File: src/rtl/cla_pipe_adder_if.sv
// Streaming operand/result bundle for cla_pipe_adder: valid/ready in, valid/ready out.
interface cla_pipe_adder_if #(
    parameter int unsigned WIDTH = 32
);
    logic             in_valid;
    logic             in_ready;
    logic [WIDTH-1:0] a;
    logic [WIDTH-1:0] b;
    logic             cin;
    logic             sub;
    logic             out_valid;
    logic             out_ready;
    logic [WIDTH-1:0] sum;
    logic             cout;
    logic             ovf;

    modport master (
        output in_valid, a, b, cin, sub, out_ready,
        input  in_ready, out_valid, sum, cout, ovf
    );

    modport slave (
        input  in_valid, a, b, cin, sub, out_ready,
        output in_ready, out_valid, sum, cout, ovf
    );
endinterface

File: src/rtl/cla_pipe_adder.sv
// Pipelined carry-lookahead adder/subtractor, WIDTH/STAGES bits resolved per stage.
// Optional signed saturation of the result: define CLA_PIPE_SAT_EN.
module cla_pipe_adder #(
    parameter int unsigned WIDTH  = 32,
    parameter int unsigned GROUP  = 4,
    parameter int unsigned STAGES = 2
) (
    input  logic            clk,
    input  logic            rst_n,
    cla_pipe_adder_if.slave bus
);
    localparam int unsigned SW = WIDTH / STAGES;
    localparam int unsigned NG = SW / GROUP;

    if (GROUP == 0 || STAGES == 0 || STAGES > WIDTH / GROUP ||
        (WIDTH % (GROUP * STAGES)) != 0) begin : g_param_check
        $error("cla_pipe_adder: illegal WIDTH/GROUP/STAGES combination");
    end

    logic             advance;
    logic             r_v   [STAGES];
    logic [WIDTH-1:0] r_a   [STAGES];
    logic [WIDTH-1:0] r_b   [STAGES];
    logic [WIDTH-1:0] r_sum [STAGES];
    logic             r_c   [STAGES];
    logic             r_ovf [STAGES];

    // Global stall: the whole pipe moves only when the result slot is free or taken.
    assign advance       = ~r_v[STAGES-1] | bus.out_ready;
    assign bus.in_ready  = advance;
    assign bus.out_valid = r_v[STAGES-1];
    assign bus.sum       = r_sum[STAGES-1];
    assign bus.cout      = r_c[STAGES-1];
    assign bus.ovf       = r_ovf[STAGES-1];

    for (genvar k = 0; k < int'(STAGES); k++) begin : g_stage
        localparam int unsigned LO   = k * SW;
        localparam bit          LAST = (k == int'(STAGES) - 1);

        logic             v_i;
        logic             c_i;
        logic [WIDTH-1:0] a_i;
        logic [WIDTH-1:0] b_i;
        logic [WIDTH-1:0] s_i;
        logic [SW-1:0]    ps;
        logic [SW-1:0]    gs;
        logic [SW-1:0]    slice;
        logic [NG-1:0]    gp;
        logic [NG-1:0]    gg;
        logic [NG:0]      gk;
        logic [NG:0]      gpp;
        logic [NG:0]      gc;
        logic             c_msb;
        logic             n_ovf;
        logic [WIDTH-1:0] n_sum;

        // Subtraction folds into the operands once, before the first stage.
        if (k == 0) begin : g_head
            assign v_i = bus.in_valid;
            assign a_i = bus.a;
            assign b_i = bus.sub ? ~bus.b : bus.b;
            assign c_i = bus.cin ^ bus.sub;
            assign s_i = '0;
        end else begin : g_body
            assign v_i = r_v[k-1];
            assign a_i = r_a[k-1];
            assign b_i = r_b[k-1];
            assign c_i = r_c[k-1];
            assign s_i = r_sum[k-1];
        end

        assign ps = a_i[LO +: SW] ^ b_i[LO +: SW];
        assign gs = a_i[LO +: SW] & b_i[LO +: SW];

        for (genvar gi = 0; gi < int'(NG); gi++) begin : g_grp
            logic [GROUP-1:0] gp_b;
            logic [GROUP-1:0] gg_b;
            logic [GROUP-1:0] bc;
            logic [GROUP:0]   kg;
            logic [GROUP:0]   pp;

            assign gp_b = ps[gi*GROUP +: GROUP];
            assign gg_b = gs[gi*GROUP +: GROUP];

            // kg[j]: carry into bit j with zero carry-in; pp[j]: propagate of bits below j.
            always_comb begin : p_bit_la
                logic t;
                t  = 1'b0;
                kg = '0;
                pp = '0;
                pp[0] = 1'b1;
                for (int j = 1; j <= int'(GROUP); j++) begin
                    pp[j] = 1'b1;
                    for (int i = 0; i < j; i++) begin
                        pp[j] = pp[j] & gp_b[i];
                        t = gg_b[i];
                        for (int m = i + 1; m < j; m++) begin
                            t = t & gp_b[m];
                        end
                        kg[j] = kg[j] | t;
                    end
                end
            end

            for (genvar j = 0; j < int'(GROUP); j++) begin : g_bit
                assign bc[j] = kg[j] | (pp[j] & gc[gi]);
            end

            assign slice[gi*GROUP +: GROUP] = gp_b ^ bc;
            assign gp[gi] = pp[GROUP];
            assign gg[gi] = kg[GROUP];

            if (gi == int'(NG) - 1) begin : g_msb
                assign c_msb = bc[GROUP-1];
            end
        end

        // Group-level lookahead over the group generate/propagate pairs.
        always_comb begin : p_grp_la
            logic t;
            t   = 1'b0;
            gk  = '0;
            gpp = '0;
            gpp[0] = 1'b1;
            for (int j = 1; j <= int'(NG); j++) begin
                gpp[j] = 1'b1;
                for (int i = 0; i < j; i++) begin
                    gpp[j] = gpp[j] & gp[i];
                    t = gg[i];
                    for (int m = i + 1; m < j; m++) begin
                        t = t & gp[m];
                    end
                    gk[j] = gk[j] | t;
                end
            end
        end

        for (genvar x = 0; x <= int'(NG); x++) begin : g_gc
            assign gc[x] = gk[x] | (gpp[x] & c_i);
        end

        // Overflow is only meaningful in the last stage, where c_msb is the carry into bit WIDTH-1.
        always_comb begin : p_next
            n_sum = s_i;
            n_sum[LO +: SW] = slice;
            n_ovf = c_msb ^ gc[NG];
`ifdef CLA_PIPE_SAT_EN
            if (LAST && n_ovf) begin
                n_sum = a_i[WIDTH-1] ? {1'b1, {(WIDTH-1){1'b0}}} : {1'b0, {(WIDTH-1){1'b1}}};
            end
`endif
        end

        always_ff @(posedge clk or negedge rst_n) begin : p_reg
            if (!rst_n) begin
                r_v[k]   <= 1'b0;
                r_a[k]   <= '0;
                r_b[k]   <= '0;
                r_sum[k] <= '0;
                r_c[k]   <= 1'b0;
                r_ovf[k] <= 1'b0;
            end else if (advance) begin
                r_v[k]   <= v_i;
                r_a[k]   <= a_i;
                r_b[k]   <= b_i;
                r_sum[k] <= n_sum;
                r_c[k]   <= gc[NG];
                r_ovf[k] <= n_ovf;
            end
        end
    end
endmodule
File: src/flat_wrapper.sv
// flat-port wrapper written by rule: the top's interface ports become plain ports
module cla_pipe_adder_flat 
#(
    parameter int unsigned WIDTH  = 32,
    parameter int unsigned GROUP  = 4,
    parameter int unsigned STAGES = 2
)
  (clk, rst_n, bus_in_valid, bus_a, bus_b, bus_cin, bus_sub, bus_out_ready, bus_in_ready, bus_out_valid, bus_sum, bus_cout, bus_ovf);
  cla_pipe_adder_if #(.WIDTH(WIDTH)) bus_i ();
  input  logic clk;
  input  logic rst_n;
  input wire logic [$bits(bus_i.in_valid)-1:0] bus_in_valid;
  input wire logic [$bits(bus_i.a)-1:0] bus_a;
  input wire logic [$bits(bus_i.b)-1:0] bus_b;
  input wire logic [$bits(bus_i.cin)-1:0] bus_cin;
  input wire logic [$bits(bus_i.sub)-1:0] bus_sub;
  input wire logic [$bits(bus_i.out_ready)-1:0] bus_out_ready;
  output wire logic [$bits(bus_i.in_ready)-1:0] bus_in_ready;
  output wire logic [$bits(bus_i.out_valid)-1:0] bus_out_valid;
  output wire logic [$bits(bus_i.sum)-1:0] bus_sum;
  output wire logic [$bits(bus_i.cout)-1:0] bus_cout;
  output wire logic [$bits(bus_i.ovf)-1:0] bus_ovf;
  assign bus_i.in_valid = bus_in_valid;
  assign bus_i.a = bus_a;
  assign bus_i.b = bus_b;
  assign bus_i.cin = bus_cin;
  assign bus_i.sub = bus_sub;
  assign bus_i.out_ready = bus_out_ready;
  assign bus_in_ready = bus_i.in_ready;
  assign bus_out_valid = bus_i.out_valid;
  assign bus_sum = bus_i.sum;
  assign bus_cout = bus_i.cout;
  assign bus_ovf = bus_i.ovf;
  cla_pipe_adder #(.WIDTH(WIDTH), .GROUP(GROUP), .STAGES(STAGES)) u_core (.clk(clk), .rst_n(rst_n), .bus(bus_i));
endmodule
File: config.mk
export PLATFORM = sky130hd
export DESIGN_NAME = cla_pipe_adder_flat
export DESIGN_NICKNAME = d
export VERILOG_FILES = /design/src/rtl/cla_pipe_adder_if.sv /design/src/rtl/cla_pipe_adder.sv /design/src/flat_wrapper.sv
export SDC_FILE = /design/constraint.sdc
export NUM_CORES = 1
export LEC_CHECK = 0
export CORE_MARGIN = 2
export CORE_UTILIZATION = 25
export CTS_BUF_LIST = sky130_fd_sc_hd__clkbuf_4
export DETAILED_ROUTE_END_ITERATION = 8
export GPL_TIMING_DRIVEN = 1
export HOLD_SLACK_MARGIN = 0.08
export PLACE_DENSITY = 0.52
export SLEW_MARGIN = 20
export SYNTH_ARGS = -nofsm -noshare
export SYNTH_HDL_FRONTEND = slang
export SYNTH_SLANG_ARGS = --single-unit
export TNS_END_PERCENT = 20
File: constraint.sdc
create_clock -name clk -period 6.2 [get_ports clk]
set_clock_uncertainty 0.2 [all_clocks]
set_input_delay 1.86 -clock clk [delete_from_list [all_inputs] [get_ports clk]]
set_output_delay 1.86 -clock clk [all_outputs]
set_load 0.05 [all_outputs]
==> flow_summary_export.csv <==
group,metric,value,unit
yosys,syn_avg_cell_area,9.353,um2
setup_path,r2r_cells,9,
routing,antenna_left,0,
clocking,clk_pin_slew,0.13,ns
timing,setup-violations-final,0,
timing,tightestPinTransition,0.8125,ns
timing,period_needed,4.771,ns
layout,seqCellArea,2127,um2
setup_path,path_class,"in -> out",
timing,rsz0062_at_grt,"false",
run,maxCapViolations,0,
timing,slew_violations,0,
yosys,netlist_area,4723,um2
timing,finalHoldViolations,0,
yosys,ys_warn_count,0,
routing,wl_per_cell,13.70,um
routing,vias,3718,
setup_path,critPathLaunchType,"input port",
global_routing,grt_usage,0.1212,
routing,post-route-drc-count,0,
setup_path,cp-end-kind,"primary output",
routing,viasPerCell,4.410,
layout,layout-drive-gt1-share,0.05592,
global_routing,grt_pass1_wl,18890,um
floorplanning,die_w,141.5,um
clocking,clk_path_buf_depth,2,
layout,multi_input_area,2452,um2
setup_path,reg2reg_from,"u_core.g_stage[1].b_i[22]$_DFFE_PN0P_",
clocking,cts_tree,"done",
clocking,cts_sinks,85,
timing,timing.fmax,0.2096,GHz
clocking,cts_resized,0,
floorplanning,initial_core_util,0.2534,
power_and_ir_drop,p_leak,2.769,nW
yosys,synth_edf_count,0,
setup_path,r2r-end,"u_core.bus.sum[29]$_DFFE_PN0P_",
yosys,seq_area_frac_synth,0.4503,
placed_design,dp.final_hpwl,8328,um
setup_path,crit_arrival,2.71,ns
timing,setup_tns,0,ns
floorplanning,coreArea,18640,um2
routing,firstDrtPassIters,4,
layout,fin_area,6140,um2
timing,post-route-period-util,0.7695,
clocking,post_cts.repair.setup_buffers,0,
placed_design,placed_cell_area,6027,um2
floorplanning,num_rows,50,
global_routing,grt_pass1_vias,3773,
setup_path,path_max_fanout,2,
clocking,cts_root_buf,"clkbuf_4",
layout,layout-area-overhead-vs-synth,29.99,%
global_routing,grt_max_degree,82,
clocking,clock_latency,0.46,ns
power_and_ir_drop,peakVddDrop,0.1755,mV
yosys,ys_ff_latch,85,
global_routing,antenna_found_initial,1,
yosys,syn_nets,615,
setup_path,regToRegSetupSlack,3.40,ns
status,outcome,"completed",
floorplanning,die_y,141.5,um
placed_design,gp_congestion,0.8178,
yosys,syn_inst,505,
setup_path,worstSetupStartpoint,"bus_out_ready",
clocking,numCtsBuffers,9,
timing,max_slew_margin,0.4584,
floorplanning,die_area,20010,um2
power_and_ir_drop,power_density,351.4,nW/um2
setup_path,critPathRequiredTime,4.14,ns
clocking,ctsHoldBuffers,0,
yosys,ys_types,54,
layout,fillers,1946,
floorplanning,io_pins,106,
clocking,htree_levels,3,
routing,drt_iter0_markers,124,
global_routing,overflow,0,
layout,nets,713,
routing,routed_wl,11550,um
yosys,async_flop_share,1.000,
hold_path,worstHoldPathType,"reg -> reg",
placed_design,port_buffers,105,
setup_path,endpoint,"bus_in_ready",
yosys,synth-main-ff-cell,"dfrtp_1",
-- per-stage QoR --
step           utilization  hold slack (ns)  total power [mW]  cells  setup slack (ns)
6_report            0.3293           0.2771             2.157    843             1.429
5_1_grt             0.3293           0.3028             2.314    843             1.387
4_1_cts             0.3292           0.2810             2.196    842             1.406
3_5_place_dp        0.3233           0.2496             1.892    826             1.319
3_3_place_gp        0.3233           0.2423             1.877    826             1.384
2_1_floorplan            -           0.2300             1.522    505             1.036
-- metal layers --
| layer | part of all wire | global-route usage | vias up |
|---|---|---|---|
| met5 | 0 | 0 | - |
| met4 | 0.024 | 0.05368 | 0 |
| met3 | 0.041 | 0.02632 | 14 |
| met2 | 0.46 | 0.1916 | 67 |
| met1 | 0.48 | 0.1598 | 1752 |
| li1 | - | - | 1885 |
-- worst max-delay path: stages --
cell and delay (ns):
clkdlybuf4s50_1 0.44, nor2b_4 0.18, inv_2 0.08, buf_12 0.15
-- cell usage after synthesis, types with 2 or more instances --
cell type	n	area (um2)
o21bai_1	2	15.01
nand2_1	142	533.0
buf_1	5	18.77
nor3b_1	2	15.01
nand2b_1	2	12.51
ha_1	32	400.4
a21oi_1	29	145.1
o31ai_1	3	22.52
o211ai_1	3	22.52
o311ai_0	3	26.28
nand3_1	2	10.01
nor3_1	3	15.01
nand4_1	2	12.51
clkbuf_1	17	63.81
a21o_1	8	60.06
and2_1	4	25.02
inv_1	16	60.06
nand3b_1	2	15.01
fa_1	8	160.2
and3_1	2	12.51
xnor2_1	22	192.7
o21ai_1	4	20.02
o21a_1	4	30.03
xor2_1	26	227.7
nor2_1	23	86.33
a211oi_2	2	25.02
o21ai_0	26	130.1
dfrtp_1	85	2127
-- cells by family (layout without fill, tap and decap cells) --
logic type | Yosys count | after routing | share of synthesized area
simple gates | 190 | 190 | 0.1666
other cells | 0 | 1 | 0
buf+inv | 40 | 143 | 0.03205
flops | 85 | 85 | 0.4503
xor+xnor | 49 | 49 | 0.09245
mux | 2 | 2 | 0.004503
fa+ha+maj | 40 | 40 | 0.1187
compound gates | 99 | 99 | 0.1354
-- flip-flops by register name, indices dropped and copies added (netlist names) --
name / count
u_core.bus.sum: 32
u_core.g_stage.s_i: 16
u_core.g_stage.a_i: 16
u_core.bus.ovf: 1
u_core.g_stage.v_i: 1
u_core.g_stage.b_i: 16
u_core.g_stage.c_i: 1
u_core.bus.cout: 1
u_core.bus.out_valid: 1
-- area by class of cell --
type | instances | area share
Inverter | 17 | 0.01039
Timing Repair Buffer | 110 | 0.1777
Antenna cell | 1 | 0.0004076
Sequential cell | 85 | 0.3464
Clock buffer | 13 | 0.01590
Clock inverter | 3 | 0.002038
Multi-Input combinational cell | 380 | 0.3994
Tap cell | 234 | 0.04769
-- where the power goes --
part           switching [mW]  internal (mW)  total [mW]
clock                   0.190         0.0979       0.288
combinational           0.662          0.401        1.06
sequential             0.0947          0.712       0.807
total                   0.946           1.21        2.16
-- placed cells by master, fill, tap and decap left out, drive strengths merged, types with 8 or more instances in the layout --
cell type / n
a21o: 9
a21oi: 29
buf: 8
clkbuf: 13
clkdlybuf4s50: 102
dfrtp: 85
fa: 8
ha: 32
inv: 17
nand2: 142
nor2: 23
o21ai: 30
xnor2: 23
xor2: 26
-- worst min path at each step --
stage	start	end	cells after the start
finish	u_core.g_stage[1].v_i$_DFFE_PN0P_	u_core.g_stage[1].v_i$_DFFE_PN0P_	2
global route	u_core.g_stage[1].v_i$_DFFE_PN0P_	u_core.g_stage[1].v_i$_DFFE_PN0P_	2
CTS	u_core.g_stage[1].v_i$_DFFE_PN0P_	u_core.bus.out_valid$_DFFE_PN0P_	1
detailed placement	u_core.g_stage[1].v_i$_DFFE_PN0P_	u_core.bus.out_valid$_DFFE_PN0P_	1
global placement	u_core.g_stage[1].v_i$_DFFE_PN0P_	u_core.bus.out_valid$_DFFE_PN0P_	1
floorplan	u_core.g_stage[1].v_i$_DFFE_PN0P_	u_core.g_stage[1].v_i$_DFFE_PN0P_	2
Power figures use the tool's default switching activity.
